===== config.mk =====
export PLATFORM = sky130hd
export DESIGN_NAME = in_port_flat
export DESIGN_NICKNAME = d
export VERILOG_FILES = /design/src/rtl/in_port_pkg.sv /design/src/rtl/in_port_if.sv /design/src/rtl/in_port_sync_fifo.sv /design/src/rtl/in_port.sv /design/src/flat_wrapper.sv
export SDC_FILE = /design/constraint.sdc
export NUM_CORES = 1
export LEC_CHECK = 0
export BUFFER_PORTS_ARGS = -buffer_cell sky130_fd_sc_hd__buf_2
export CAP_MARGIN = 20
export CORE_MARGIN = 3
export CORE_UTILIZATION = 32
export DETAILED_ROUTE_END_ITERATION = 12
export GPL_ROUTABILITY_DRIVEN = 1
export SLEW_MARGIN = 20
export SYNTH_ARGS = -nofsm -noshare
export SYNTH_HDL_FRONTEND = slang
export SYNTH_SLANG_ARGS = --single-unit

===== constraint.sdc =====
create_clock -name mclk -period 2.3 [get_ports mclk]
set_input_delay 0.115 -clock mclk [delete_from_list [all_inputs] [get_ports mclk]]
set_output_delay 0.115 -clock mclk [all_outputs]
set_load 0.005 [all_outputs]

===== src/rtl/in_port_pkg.sv =====
// in_port_pkg: shared SAP-1 constants used by the input port.
package in_port_pkg;
  localparam int BUS_W = 8;
  localparam int CW_IN_EN = 10;  // control-word bit that selects the input port onto the bus
endpackage


===== src/rtl/in_port_if.sv =====
// in_port_if: producer/CPU-side signals of the input port; master drives, slave (in_port) responds.
interface in_port_if import in_port_pkg::*; #(parameter int DEPTH = 4);
  logic mclk_en;
  logic i_wr_strobe;
  logic [BUS_W-1:0] i_wr_data;
  logic i_bus_enable;
  logic i_ovf_clear;
  logic [BUS_W-1:0] o_data;
  logic o_empty;
  logic o_full;
  logic [$clog2(DEPTH):0] o_count;
  logic o_overflow;
  modport master (
    output mclk_en, i_wr_strobe, i_wr_data, i_bus_enable, i_ovf_clear,
    input o_data, o_empty, o_full, o_count, o_overflow
  );
  modport slave (
    input mclk_en, i_wr_strobe, i_wr_data, i_bus_enable, i_ovf_clear,
    output o_data, o_empty, o_full, o_count, o_overflow
  );
endinterface


===== src/rtl/in_port_sync_fifo.sv =====
// sync_fifo: power-of-two synchronous FIFO; a push into a full FIFO is accepted only alongside a pop.
module sync_fifo #(
  parameter int WIDTH = 8,
  parameter int DEPTH = 4,
  localparam int AW = $clog2(DEPTH),
  localparam int CW = AW + 1
) (
  input  logic clk,
  input  logic rst,
  input  logic wr_en,
  input  logic [WIDTH-1:0] wr_data,
  input  logic rd_en,
  output logic [WIDTH-1:0] rd_data,
  output logic [CW-1:0] count,
  output logic full,
  output logic empty,
  output logic wr_drop
);
  logic [WIDTH-1:0] mem_q [DEPTH];
  logic [WIDTH-1:0] mem_d [DEPTH];
  logic [AW-1:0] rd_q, rd_d, wr_q, wr_d;
  logic [CW-1:0] cnt_q, cnt_d;
  logic push, pop;
  always_comb begin
    empty = cnt_q == '0;
    full = cnt_q == CW'(DEPTH);
    pop = rd_en & ~empty;
    push = wr_en & (~full | pop);
    wr_drop = wr_en & ~push;
    rd_d = rd_q + AW'(pop);
    wr_d = wr_q + AW'(push);
    cnt_d = cnt_q + CW'(push) - CW'(pop);
    mem_d = mem_q;
    if (push) mem_d[wr_q] = wr_data;
  end
  always_ff @(posedge clk or posedge rst)
    if (rst) begin
      rd_q <= '0;
      wr_q <= '0;
      cnt_q <= '0;
    end else begin
      rd_q <= rd_d;
      wr_q <= wr_d;
      cnt_q <= cnt_d;
    end
  always_ff @(posedge clk) mem_q <= mem_d;
  assign rd_data = mem_q[rd_q];
  assign count = cnt_q;
endmodule


===== src/rtl/in_port.sv =====
// in_port: SAP-1 input port FIFO read via the bus mux; IN_PORT_OVERFLOW_EN adds a sticky drop flag.
module in_port import in_port_pkg::*; #(parameter int DEPTH = 4) (
  input logic mclk,
  input logic rst,
  in_port_if.slave b
);
  logic [BUS_W-1:0] head;
  logic empty, drop;
  sync_fifo #(.WIDTH(BUS_W), .DEPTH(DEPTH)) u_fifo (
    .clk(mclk),
    .rst(rst),
    .wr_en(b.i_wr_strobe),
    .wr_data(b.i_wr_data),
    .rd_en(b.mclk_en & b.i_bus_enable),
    .rd_data(head),
    .count(b.o_count),
    .full(b.o_full),
    .empty(empty),
    .wr_drop(drop)
  );
  assign b.o_empty = empty;
  assign b.o_data = empty ? '0 : head;
`ifdef IN_PORT_OVERFLOW_EN
  logic ovf_q, ovf_d;
  always_comb ovf_d = drop | (ovf_q & ~b.i_ovf_clear);
  always_ff @(posedge mclk or posedge rst)
    if (rst) ovf_q <= 1'b0;
    else ovf_q <= ovf_d;
  assign b.o_overflow = ovf_q;
`else
  logic unused_ovf;
  assign unused_ovf = b.i_ovf_clear ^ drop;
  assign b.o_overflow = 1'b0;
`endif
endmodule


===== src/flat_wrapper.sv =====
// flat-port wrapper written by rule: the top's interface ports become plain ports
module in_port_flat import in_port_pkg::*;
#(parameter int DEPTH = 4)
  (mclk, rst, b_mclk_en, b_i_wr_strobe, b_i_wr_data, b_i_bus_enable, b_i_ovf_clear, b_o_data, b_o_empty, b_o_full, b_o_count, b_o_overflow);
  in_port_if #(.DEPTH(DEPTH)) b_i ();
  input logic mclk;
  input logic rst;
  input wire logic [$bits(b_i.mclk_en)-1:0] b_mclk_en;
  input wire logic [$bits(b_i.i_wr_strobe)-1:0] b_i_wr_strobe;
  input wire logic [$bits(b_i.i_wr_data)-1:0] b_i_wr_data;
  input wire logic [$bits(b_i.i_bus_enable)-1:0] b_i_bus_enable;
  input wire logic [$bits(b_i.i_ovf_clear)-1:0] b_i_ovf_clear;
  output wire logic [$bits(b_i.o_data)-1:0] b_o_data;
  output wire logic [$bits(b_i.o_empty)-1:0] b_o_empty;
  output wire logic [$bits(b_i.o_full)-1:0] b_o_full;
  output wire logic [$bits(b_i.o_count)-1:0] b_o_count;
  output wire logic [$bits(b_i.o_overflow)-1:0] b_o_overflow;
  assign b_i.mclk_en = b_mclk_en;
  assign b_i.i_wr_strobe = b_i_wr_strobe;
  assign b_i.i_wr_data = b_i_wr_data;
  assign b_i.i_bus_enable = b_i_bus_enable;
  assign b_i.i_ovf_clear = b_i_ovf_clear;
  assign b_o_data = b_i.o_data;
  assign b_o_empty = b_i.o_empty;
  assign b_o_full = b_i.o_full;
  assign b_o_count = b_i.o_count;
  assign b_o_overflow = b_i.o_overflow;
  in_port #(.DEPTH(DEPTH)) u_core (.mclk(mclk), .rst(rst), .b(b_i));
endmodule

Yosys cells after proc, flatten, opt, wreduce, memory -nomap -nowiden:

Cells that the tools add are included.

* multiplexer cells: 7
* divide/modulo/power cells: 0
* multipliers: 0
* reduce and logical (&&, ||, !) cells: 2
* add/sub/neg operators: 4
* $lt $le $gt $ge: 3
* bitwise gates (word level): 8
* eq/ne operators: 1
* shift operators: 0

Operator list (number)
* bitwise mux 32 bit: 1
* 2-to-1 mux 8 bit: 4
* binary-select mux 8 bit (select 2 bit): 1
* demux 8 bit (select 2 bit): 1
* >= comparator 3 bit, second input constant: 2
* inverter 2 -> 3 bit: 2
* adder 2 x 1 -> 2 bit: 2
* adder 3 x 1 -> 3 bit: 1
* bitwise AND 1 bit: 3
* == test 3 bit, second input constant: 1
* logical NOT 3 bit: 1
* < comparator 3 x 1 -> 1 bit, second input constant: 1
* subtractor 3 x 1 -> 3 bit: 1
* inverter 1 bit: 2
* logical AND 1 bit: 1
* bitwise OR 1 bit: 1

* bits in read-only memories: 0
* bits in registers: 39
* output and inout port bits: 14
* input bits: 14
* bits in writable memories: 0
* word-level logic and storage cells: 32
* bits in latches: 0
* memories kept: 0

Longest topological paths before layout:

* depth after elaboration: 7
* gate-level depth with buffers: 10

Hierarchy:

From an unflattened synthesis, not the netlist that was laid out.

* cell total of the unflattened synthesis: 85
* area, all modules: 1624.1 µm²

Modules (own cells, without submodules)
* sync_fifo: times used 1, cells an instance 74, area each 1556.5 µm²
* in_port: times used 1, cells an instance 11, area each 67.6 µm²

Least setup slack after synthesis:

Ideal clock, no wire load.

* kind: register to register
* from: register u_core.u_fifo.cnt_q[2], in the netlist u_core.u_fifo.count[2]
* to: register u_core.u_fifo.mem_q[0] (netlist name), enable pin
* arrival: 2073 ps
* cell stages (with the launch flop): 3
* setup slack: -192 ps
* clock period less this slack: 2492 ps
* path through: dfrtp_1 -> nor3b_2 -> a2111oi_0

RTL lines
* from (decl): RTL line in_port_sync_fifo.sv:22 `logic [CW-1:0] cnt_q, cnt_d;`
* from (signal assigned): RTL line in_port_sync_fifo.sv:44 `cnt_q <= cnt_d;`
* == test 3 bit: RTL line in_port_sync_fifo.sv:26 `full = cnt_q == CW'(DEPTH);`
* named net b_o_full: RTL line flat_wrapper.sv:15 `output wire logic [$bits(b_i.o_full)-1:0] b_o_full;`
* inverter 1 bit: RTL line in_port_sync_fifo.sv:28 `push = wr_en & (~full | pop);`
* bitwise OR 1 bit: RTL line in_port_sync_fifo.sv:28
* bitwise AND 1 bit: RTL line in_port_sync_fifo.sv:28
* to (signal assigned): RTL line in_port_sync_fifo.sv:46 `always_ff @(posedge clk) mem_q <= mem_d;`
* to (decl): RTL line in_port_sync_fifo.sv:19 `logic [WIDTH-1:0] mem_q [DEPTH];`

The timed path passes the listed nets, and every way through them passes these cells.
A chain may end at the register's enable or synchronous reset.

Worst setup path after layout:

* from: register u_core.u_fifo.cnt_q[1], in the netlist u_core.u_fifo.count[1]
* to: register u_core.u_fifo.cnt_q[2], in the netlist u_core.u_fifo.count[2]

* longest elaborated chain between the ends: 7

Ends and longest elaborated chain
* logical NOT 3 bit: RTL line in_port_sync_fifo.sv:25 `empty = cnt_q == '0;`
* inverter 1 bit: RTL line in_port_sync_fifo.sv:27 `pop = rd_en & ~empty;`
* bitwise AND 1 bit: RTL line in_port_sync_fifo.sv:27
* bitwise OR 1 bit: RTL line in_port_sync_fifo.sv:28
* bitwise AND 1 bit: RTL line in_port_sync_fifo.sv:28
* adder 3 x 1 -> 3 bit: RTL line in_port_sync_fifo.sv:32 `cnt_d = cnt_q + CW'(push) - CW'(pop);`
* subtractor 3 x 1 -> 3 bit *: RTL line in_port_sync_fifo.sv:32
* named net u_core.u_fifo.cnt_d[2]: RTL line in_port_sync_fifo.sv:22

The timed path passes the listed nets; every way through them passes the cells marked *.

==> flow_metrics.env <==
export IMPL_syn_cell_area_um2=1610
export IMPL_io_pins=28
export IMPL_postSynth_asyncResetShare_pct=17.9
export IMPL_dp_hpwl_um=2000
export IMPL_antenna_found_initial=0
export IMPL_ys_warn_count=0
export IMPL_slowest_delay_ns=0.42
export IMPL_setup_viol=0
export IMPL_ys_types=21
export IMPL_cts_tree="built"
export IMPL_nFillCells=445
export IMPL_status="finished, final reports clean"
export IMPL_clk_latency_ns=0.29
export IMPL_cpMaxStageDelayCell="dfrtp_2"
export IMPL_gp_congestion=0.757
export IMPL_syn_to_final_growth_pct=26.6
export IMPL_place_ws_ns=0.0853
export IMPL_leakage_nw=0.788
export IMPL_die_w_um=76.9
export IMPL_max_freq_mhz=462
export IMPL_dp_cells=181
export IMPL_power_density_nw_per_um2=1280
export IMPL_synth_edf_count=32
export IMPL_ys_flop_type="edfxtp_1"
export IMPL_vias=862
export IMPL_synth_area_top_cells="edfxtp_1 (60%), mux4_2 (11%), dfrtp_1 (11%), and2_1 (3.1%), ha_1 (3.1%)"
export IMPL_cp_top_family="adder cells"
export IMPL_drtIter0Drc=46
export IMPL_clkTransAtPathRegs_ns=0.07
export IMPL_cts_root_buf="clkbuf_8"
export IMPL_stdcell_count=193
export IMPL_fin_skew_ns=0.00767
export IMPL_cts_sinks=39
export IMPL_synth_area_per_cell_um2=18.5
export IMPL_cp_arrival_ns=2.34
export IMPL_path_cells="or3_1 -> inv_1 -> nor2_1 -> ha_1 -> inv_1 -> ha_1 -> fa_2 -> xnor2_2 -> xnor2_1"
export IMPL_antenna_cells=0
export IMPL_grt_pass1_wl_um=4720
export IMPL_holdCritPathClass="in -> reg"
export IMPL_place_area_um2=1860
export IMPL_start_util_pct=33.6
export IMPL_htree_num_levels=2
export IMPL_routed_wl_um=2790
export IMPL_worstPathRequired_ns=2.47
export IMPL_grt_setup_unrepaired="no"
export IMPL_tightest_slew_ns=0.556
export IMPL_grt_pass1_vias=925
export IMPL_ant_nets=0
export IMPL_yosysMostFrequentCell="edfxtp_1"
export IMPL_fin_area_um2=2030
export IMPL_die_h_um=76.9
export IMPL_finalHoldViolations=0
export IMPL_post_route_util_pct=42.5
export IMPL_ir_drop_v=0.000597
export IMPL_holdWs_ns=0.0410
export IMPL_ys_ff_latch=39
export IMPL_slew_headroom_pct=62.9
export IMPL_vias_per_cell=4.47
export IMPL_grt_overflow_total=0
export IMPL_worstSetupPathType="reg -> reg"
export IMPL_drive_above_1_share_pct=45.2
export IMPL_cp_start_kind="flop"
export IMPL_power_mw=2.61
export IMPL_drc=0
export IMPL_die_area_um2=5910
export IMPL_wl_per_cell_um=14.4
export IMPL_grt_use_total_pct=10.7
export IMPL_period_needed_ns=2.17
export IMPL_row_count=25
export IMPL_fin_nets=144
export IMPL_cts_buffer_depth=2
export IMPL_syn_instance_count=87
export IMPL_cp_buffers_inverters=2
export IMPL_drv_cap=0
export IMPL_cts_inserted_buffers=5
export IMPL_worstSetupEndpointType="flop"
export IMPL_multi_input_area_um2=448
export IMPL_grt_start_max_net_pins=13
export IMPL_fin_setup_tns_ns=0
export IMPL_register_area_um2=1140
export IMPL_slew_viol_final=0
export IMPL_syn_num_nets=106
export IMPL_fin_ws_ns=0.133
export IMPL_synth_seq_area_share_pct=70.7
export IMPL_cp_max_fo=4
export IMPL_synth_top_cell_area_share_pct=59.8
export IMPL_core_area_um2=4790
export IMPL_drtPass1Iterations=4
export IMPL_synth_area_leader_cell="edfxtp_1"
export IMPL_port_buffers=25
export IMPL_synth_common_cells="edfxtp_1 (32), and2_1 (8), inv_1 (8), mux4_2 (8), dfrtp_1 (7)"
export IMPL_period_share_pct=94.2
## repair_timing
action                                 CTS  global route
gates resized for setup                  0             3
setup endpoints to repair                0             1
endpoints found under the hold margin    7             0
setup buffers                            0             3
hold buffers                             1             0
## power breakdown
part / leakage [nW] / internal, mW / switching (mW)
Combinational: 0.349 / 0.495 / 0.345
Clock: 0.0654 / 0.434 / 0.229
Sequential: 0.374 / 0.957 / 0.154
## logic make-up after synthesis
group / share of synthesized area [%]
and+or+nand+nor: 4.75
AOI/OAI and AO/OA: 2.96
other: 0.233
muxes: 11.2
DFF: 70.7
buffers and inverters: 3.58
adders and majority gates: 4.36
xor gates and xnor gates: 2.18
## sequential cells by signal, summed over array words and instances, names as in the netlist
register             cells
u_core.u_fifo.mem_q     32
u_core.u_fifo.wr_q       2
u_core.u_fifo.rd_q       2
u_core.u_fifo.count      3
## path summary, 6_finish.rpt
| kind | to | slack [ns] | cells past startpoint | startpoint |
|---|---|---|---|---|
| worst max-delay path | u_core.u_fifo.count[2]$_DFF_PP0_ | 0.13 | 9 | u_core.u_fifo.count[1]$_DFF_PP0_ |
| worst min-delay path | u_core.u_fifo.mem_q[22]$_DFFE_PP_ | 0.04 | 1 | b_i_wr_data[6] |
| worst max register to register | u_core.u_fifo.count[2]$_DFF_PP0_ | 0.13 | 9 | u_core.u_fifo.count[1]$_DFF_PP0_ |
| worst min register to register | u_core.u_fifo.wr_q[1]$_DFF_PP0_ | 0.56 | 1 | u_core.u_fifo.wr_q[1]$_DFF_PP0_ |
| max in group asynchronous | u_core.u_fifo.count[1]$_DFF_PP0_ | 1.79 | 3 | rst |
| min in group asynchronous | u_core.u_fifo.wr_q[0]$_DFF_PP0_ | 0.29 | 3 | rst |
## layer usage
layer,vias up,track usage (%),share of wire (%)
li1,405,-,-
met1,422,13.5,42
met2,30,16.6,49
met3,5,4.69,7.8
met4,0,3.26,1.1
met5,-,0,0
## final cells by class
class	instances	area share, %
flip-flops and latches	39	55.9
multi-input cells	36	22.0
repair buffers	35	9.96
well taps	67	4.12
clock buffers	6	3.57
clock inverters	2	2.95
inverters	8	1.48
## cell usage in the layout, fill, tap and decap left out, types with 2 or more instances in the layout
| master | instances |
|---|---|
| edfxtp_1 | 32 |
| bufinv_16 | 2 |
| mux4_2 | 8 |
| ha_1 | 4 |
| inv_1 | 8 |
| buf_2 | 25 |
| xor2_1 | 2 |
| buf_4 | 9 |
| and2_1 | 8 |
| a2111oi_2 | 4 |
| clkbuf_8 | 5 |
| dfrtp_1 | 6 |
No activity file was read; power rests on OpenSTA's default activity.
